**src/rtl/operand_reader_pkg.sv**
```systemverilog
// Shared types and helpers for the instruction-decode operand reader.
// Holds the FSM state encoding and the sign-fill rule for the upper byte lanes.
package operand_reader_pkg;

    typedef enum logic [1:0] {
        ST_IDLE = 2'd0,
        ST_READ = 2'd1,
        ST_DONE = 2'd2
    } state_e;

    // Fill byte for lanes above the last byte read.
    function automatic logic [7:0] sign_fill(input logic [7:0] last_byte, input logic enable);
        return (enable && last_byte[7]) ? 8'hFF : 8'h00;
    endfunction

endpackage

```
**src/rtl/operand_reader_arbiter.sv**
```systemverilog
// Purely combinational fixed-priority arbiter: the lowest set request index wins.
// Produces both a one-hot grant and the matching binary index.
module fixed_priority_arbiter
    import operand_reader_pkg::*;
#(
    parameter int NUM_CLIENTS = 2,
    parameter int IDX_W       = (NUM_CLIENTS > 1) ? $clog2(NUM_CLIENTS) : 1
) (
    input  logic [NUM_CLIENTS-1:0] req,
    output logic [NUM_CLIENTS-1:0] grant_oh,
    output logic [IDX_W-1:0]       grant_idx
);

    // Walk from lowest to highest priority so index 0 overrides everything.
    always_comb begin
        grant_oh  = '0;
        grant_idx = '0;
        for (int i = NUM_CLIENTS - 1; i >= 0; i--) begin
            if (req[i]) begin
                grant_oh    = '0;
                grant_oh[i] = 1'b1;
                grant_idx   = IDX_W'(i);
            end
        end
    end

endmodule

```
**src/rtl/operand_reader.sv**
```systemverilog
// Multi-client immediate/displacement reader: pops 0..MAX_BYTES bytes from the
// instruction byte FIFO, assembles them little-endian and optionally sign-extends.
module operand_reader
    import operand_reader_pkg::*;
#(
    parameter int NUM_CLIENTS = 2,
    parameter int MAX_BYTES   = 4,
    localparam int OW = 8 * MAX_BYTES,
    localparam int CW = $clog2(MAX_BYTES + 1),
    localparam int IW = (NUM_CLIENTS > 1) ? $clog2(NUM_CLIENTS) : 1
) (
    input  logic                         clk,
    input  logic                         reset,
    input  logic [NUM_CLIENTS-1:0]       start,
    input  logic [NUM_CLIENTS-1:0][CW-1:0] num_bytes,
    input  logic [NUM_CLIENTS-1:0]       sign_extend,
    input  logic                         flush,
    output logic [NUM_CLIENTS-1:0]       complete,
    output logic [OW-1:0]                operand,
    output logic                         busy,
    output logic                         fifo_rd_en,
    input  logic [7:0]                   fifo_rd_data,
    input  logic                         fifo_empty,
    output logic [1:0]                   dbg_state,
    output logic [IW-1:0]                dbg_grant
);

    localparam logic [1:0] IDLE = ST_IDLE;
    localparam logic [1:0] READ = ST_READ;
    localparam logic [1:0] DONE = ST_DONE;

    // Handshake: a client raises start and holds it; it is granted only in IDLE
    // without flush, and drops start the cycle after its one-cycle complete pulse.

    logic [1:0]             state_q;
    logic [IW-1:0]          grant_idx_q;
    logic [NUM_CLIENTS-1:0] grant_oh_q;
    logic [CW-1:0]          nb_q;
    logic                   sext_q;
    logic [CW-1:0]          count_q;
    logic [OW-1:0]          asm_q;
    logic [OW-1:0]          operand_q;

    logic [NUM_CLIENTS-1:0] arb_oh;
    logic [IW-1:0]          arb_idx;
    logic [CW-1:0]          nb_sel;
    logic [CW-1:0]          nb_clamped;
    logic [7:0]             last_byte;
    logic [7:0]             fill;
    logic [OW-1:0]          ext_value;
    logic                   done_ok;

    fixed_priority_arbiter #(
        .NUM_CLIENTS (NUM_CLIENTS),
        .IDX_W       (IW)
    ) u_arb (
        .req       (start),
        .grant_oh  (arb_oh),
        .grant_idx (arb_idx)
    );

    assign nb_sel     = num_bytes[arb_idx];
    assign nb_clamped = (nb_sel > CW'(MAX_BYTES)) ? CW'(MAX_BYTES) : nb_sel;

    // Lanes below nb_q carry FIFO bytes; the rest take the fill of the last byte.
    // A zero-length request finds no last byte, so the fill stays 0.
    always_comb begin
        last_byte = 8'h00;
        for (int i = 0; i < MAX_BYTES; i++) begin
            if (nb_q == CW'(i + 1)) begin
                last_byte = asm_q[8*i +: 8];
            end
        end
        fill      = sign_fill(last_byte, sext_q);
        ext_value = '0;
        for (int i = 0; i < MAX_BYTES; i++) begin
            ext_value[8*i +: 8] = (CW'(i) < nb_q) ? asm_q[8*i +: 8] : fill;
        end
    end

    assign done_ok    = (state_q == DONE) && !flush;
    assign fifo_rd_en = (state_q == READ) && !fifo_empty && !flush;
    assign complete   = done_ok ? grant_oh_q : '0;
    assign operand    = done_ok ? ext_value : operand_q;
    assign busy       = (state_q != IDLE);
    assign dbg_state  = state_q;
    assign dbg_grant  = grant_idx_q;

    always_ff @(posedge clk or negedge reset) begin
        if (!reset) begin
            state_q     <= IDLE;
            grant_idx_q <= '0;
            grant_oh_q  <= '0;
            nb_q        <= '0;
            sext_q      <= 1'b0;
            count_q     <= '0;
            asm_q       <= '0;
            operand_q   <= '0;
        end else begin
            case (state_q)
                IDLE: begin
                    if ((|start) && !flush) begin
                        grant_idx_q <= arb_idx;
                        grant_oh_q  <= arb_oh;
                        nb_q        <= nb_clamped;
                        sext_q      <= sign_extend[arb_idx];
                        count_q     <= '0;
                        asm_q       <= '0;
                        state_q     <= (nb_clamped == '0) ? DONE : READ;
                    end
                end
                READ: begin
                    if (flush) begin
                        state_q <= IDLE;
                    end else if (fifo_rd_en) begin
                        for (int i = 0; i < MAX_BYTES; i++) begin
                            if (count_q == CW'(i)) begin
                                asm_q[8*i +: 8] <= fifo_rd_data;
                            end
                        end
                        count_q <= count_q + CW'(1);
                        if (count_q + CW'(1) == nb_q) begin
                            state_q <= DONE;
                        end
                    end
                end
                DONE: begin
                    // A flush here discards the result and keeps the old operand.
                    if (!flush) begin
                        operand_q <= ext_value;
                    end
                    state_q <= IDLE;
                end
                default: state_q <= IDLE;
            endcase
        end
    end

endmodule

```
**config.mk**
```make
export PLATFORM = sky130hd
export DESIGN_NAME = operand_reader
export DESIGN_NICKNAME = d
export VERILOG_FILES = /design/src/rtl/operand_reader_pkg.sv /design/src/rtl/operand_reader_arbiter.sv /design/src/rtl/operand_reader.sv
export SDC_FILE = /design/constraint.sdc
export NUM_CORES = 1
export LEC_CHECK = 0
export ABC_AREA = 1
export BUFFER_PORTS_ARGS = -buffer_cell sky130_fd_sc_hd__buf_4
export CAP_MARGIN = 20
export CORE_MARGIN = 2
export CORE_UTILIZATION = 45
export CTS_BUF_LIST = sky130_fd_sc_hd__clkbuf_4 sky130_fd_sc_hd__clkbuf_8
export DETAILED_ROUTE_END_ITERATION = 8
export PLACE_DENSITY = 0.66
export SYNTH_ARGS = -nofsm -noshare
export SYNTH_HDL_FRONTEND = slang
export SYNTH_SLANG_ARGS = --single-unit
```
**constraint.sdc**
```tcl
create_clock -name clk -period 4.98 [get_ports clk]
set_clock_uncertainty 0.2 [all_clocks]
set_input_delay 0.498 -clock clk [delete_from_list [all_inputs] [get_ports clk]]
set_output_delay 0.498 -clock clk [all_outputs]
set_load 0.05 [all_outputs]
```
==> impl_metrics.csv <==
group,metric,value,unit
final_layout,drive_gt1_frac,0.295,
synthesis,synth.distinct_cells,25,
power,leakagePower,0.00209,uW
power,p_int,1500,uW
critical_path,cp-end-kind,"output pin",
clock_network,clock_latency,340,ps
synthesis,syn_nets,393,
synthesis,synth_flop_cell,"dfrtp_1",
grt,grt_max_degree,76,
sta,rsz0062_at_grt,"false",
synthesis,avgSynthCellArea,9.40,um2
critical_path,cpPeakStageDelay,760,ps
synthesis,synthArstFlopShare,1.00,
critical_path,cp.required,4280,ps
power,p_switching,1400,uW
critical_path,crit_end,"operand[31]",
synthesis,yosysWarnings,0,
floorplan,die_width,91.5,um
floorplan,start_util,0.470,
grt,track_usage,0.188,
synthesis,ys_ff_latch,75,
floorplan,rows,31,
clock_network,cts_max_path_buffers,2,
grt,grt_pass1_wl,12500,um
final_layout,diodes,0,
synthesis,synthCells,366,
critical_path,crit_slowest_cell,"inv_1",
clock_network,root_buffer,"clkbuf_8",
power,power.share.sequential,0.341,
route,final_antenna_net_count,0,
grt,grt_pass1_vias,2539,
critical_path,critPathTopFamily,"buffers and inverters",
clock_network,h-tree-depth,3,
synthesis,yosysSeqAreaShare,0.545,
power,ir_drop,0.000308,V
critical_path,arrival,2560,ps
worst_hold_path,hold_class,"input pin to asynchronous set/reset pin",
critical_path,cp-startpoint,"dbg_state[0]$_DFFE_PN0P_",
clock_network,cts_tree,"built",
route,drc,0,
placed_design,hpwlAfterDp,4990,um
critical_path,reg2reg_slack,2700,ps
final_layout,n_fill_cell,693,
power,totalPowerFinal,2900,uW
sta,maxSlewHeadroom,0.340,
clock_network,cts.sinks,75,
clock_network,cts_setup_buffers,0,
critical_path,cp-start-kind,"register",
critical_path,reg2reg_depth,6,
power,power_frac_clock,0.150,
grt,antenna_found_initial,0,
critical_path,r2r-start,"dbg_state[0]$_DFFE_PN0P_",
floorplan,design.core.area,7330,um2
clock_network,path_clk_slew,70,ps
grt,met3_usage,0.0481,
grt,grt.busiest_layer,"met2",
critical_path,crit_chain,"inv_1 > nand3_1 > buf_4 > inv_1 > nor2_1 > a21oi_1 > buf_4",
sta,fmax,307,MHz
power,pwr-share-comb,0.509,
route,drtPass1Iterations,4,
sta,hold_viol,0,
critical_path,worst-path-buf-inv,4,
outcome,outcome,"complete, no violations",
grt,met2_usage,0.297,
clock_network,cts_resized,0,
power,p_per_area,702,nW/um2
critical_path,path_class,"register to output pin",
sta,fin_crit,3260,ps
route,num_vias,2645,
placed_design,place_congestion,0.777,
sta,tns,0,ps
placed_design,io_buffer_count,60,
grt,gr-usage-met1,0.253,
grt,grt_overflow_total,0,
job,timing.max_cap.violations,0,
floorplan,io_pins,61,
synthesis,synth_edf_count,0,
floorplan,die_h,91.5,um
synthesis,netlist.area_leader.share,0.545,
sta,drv_slew,0,
critical_path,r2r-end,"operand_q[31]$_DFFE_PN0P_",
synthesis,yosysTopAreaCell,"dfrtp_1",
sta,setup_viol,0,
clock_network,numCtsBuffers,9,
synthesis,netlist_area,3440,um2
route,wl_per_cell,13.8,um
final_layout,nets,453,
route,wl,7290,um
floorplan,die_area,8360,um2
clock_network,cts_hold_buf,0,
route,drt-vias-per-instance,5.00,
sta,worst_slew_pin_slew,988,ps
final_layout,area_growth,19.8,%
synthesis,synth_area_leaders,"dfrtp_1, nand2_1, o21ai_2, a21oi_1, nor2_1",
sta,finalCritPeriodShare,0.655,
critical_path,cp_max_fo,35,
route,drt_iter0_drc,109,
power,swShare,0.483,
critical_path,worstSetupPathDepth,7,
## cells in the mapped netlist, types with 3 or more instances
cell type   n
nand2_1    82
clkbuf_1    4
o21ai_2    34
nand3_1    18
buf_2       3
o21ai_0     5
nor2_1     33
ha_1        5
a21oi_1    49
nand2_2     4
nand2_4     5
o22ai_1     4
inv_1      25
nand4_1     4
buf_6       4
dfrtp_1    75
## registers in the layout, indices dropped and copies added, names as in the netlist
name	cells
nb_q	3
grant_oh_q	1
dbg_grant	1
sext_q	1
count_q	3
asm_q	32
operand_q	32
dbg_state	2
## power by group through the flow
stage / Sequential, uW / Clock (uW) / Combinational, uW
finish: 987 / 434 / 1470
global route: 1010 / 472 / 1590
CTS: 987 / 445 / 1490
detailed placement: 997 / 0 / 1490
global placement: 989 / 0 / 1470
floorplan: 984 / 0 / 1130
## kinds of logic after synthesis
kind of cell               share of synthesized area
AOI/OAI and AO/OA                              0.179
adders and majority gates                     0.0182
buffers and inverters                         0.0553
DFF                                            0.545
and+or+nand+nor                                0.202
## worst min path at each step
stage	start	end	slack [ps]	cells past startpoint
final	reset	dbg_grant$_DFFE_PN0P_	70	1
after CTS	reset	dbg_grant$_DFFE_PN0P_	130	1
after global placement	asm_q[19]$_DFFE_PN0P_	asm_q[19]$_DFFE_PN0P_	260	2
after floorplan	reset	asm_q[0]$_DFFE_PN0P_	2	0
after detailed placement	operand_q[7]$_DFFE_PN0P_	operand_q[7]$_DFFE_PN0P_	270	2
after global routing	reset	dbg_grant$_DFFE_PN0P_	180	1
## metrics by stage
stage          cells  hold slack, ps  setup slack [ps]  area [um2]  utilization
6_report         529            70.3              1720        4120        0.563
5_1_grt          529             180              1460        4120        0.563
4_1_cts          529             134              1690        4120        0.563
3_5_place_dp     514             268              1890        3940        0.538
3_3_place_gp     514             265              1940        3940        0.538
2_1_floorplan    366            2.41              2070        3440            -
## placed cells by master (no fill, tap or decap), types with 4 or more instances in the layout
cell and count:
nand2_1 82, dfrtp_1 75, buf_4 61, a21oi_1 49, o21ai_2 34, nor2_1 33, inv_1 25, nand3_1 18
clkbuf_8 12, nand2_4 5, o21ai_0 5, ha_1 5, nand4_1 4, o22ai_1 4, nand2_2 4
## cell type report
cell class | instances | area [um2] | area share
multi-input combinational | 251 | 1380 | 0.333
tap | 99 | 124 | 0.0300
inverter | 28 | 108 | 0.0261
sequential | 75 | 1880 | 0.455
clock buffer | 13 | 173 | 0.0419
clock inverter | 2 | 10.0 | 0.00243
timing repair buffer | 61 | 458 | 0.111
## worst reg2reg max path: cells and delay by family, from the launching register on
kind | cells | cell delay [ps]
flops | 1 | 410
buf+inv | 3 | 1130
compound gates | 1 | 260
simple gates | 2 | 170
## metal layers
layer	vias up	wire [um]
met1	1260	3450
met5	-	0
met2	57	3410
met3	9	343
li1	1319	-
met4	0	89
(Power assumes the default switching activity.)
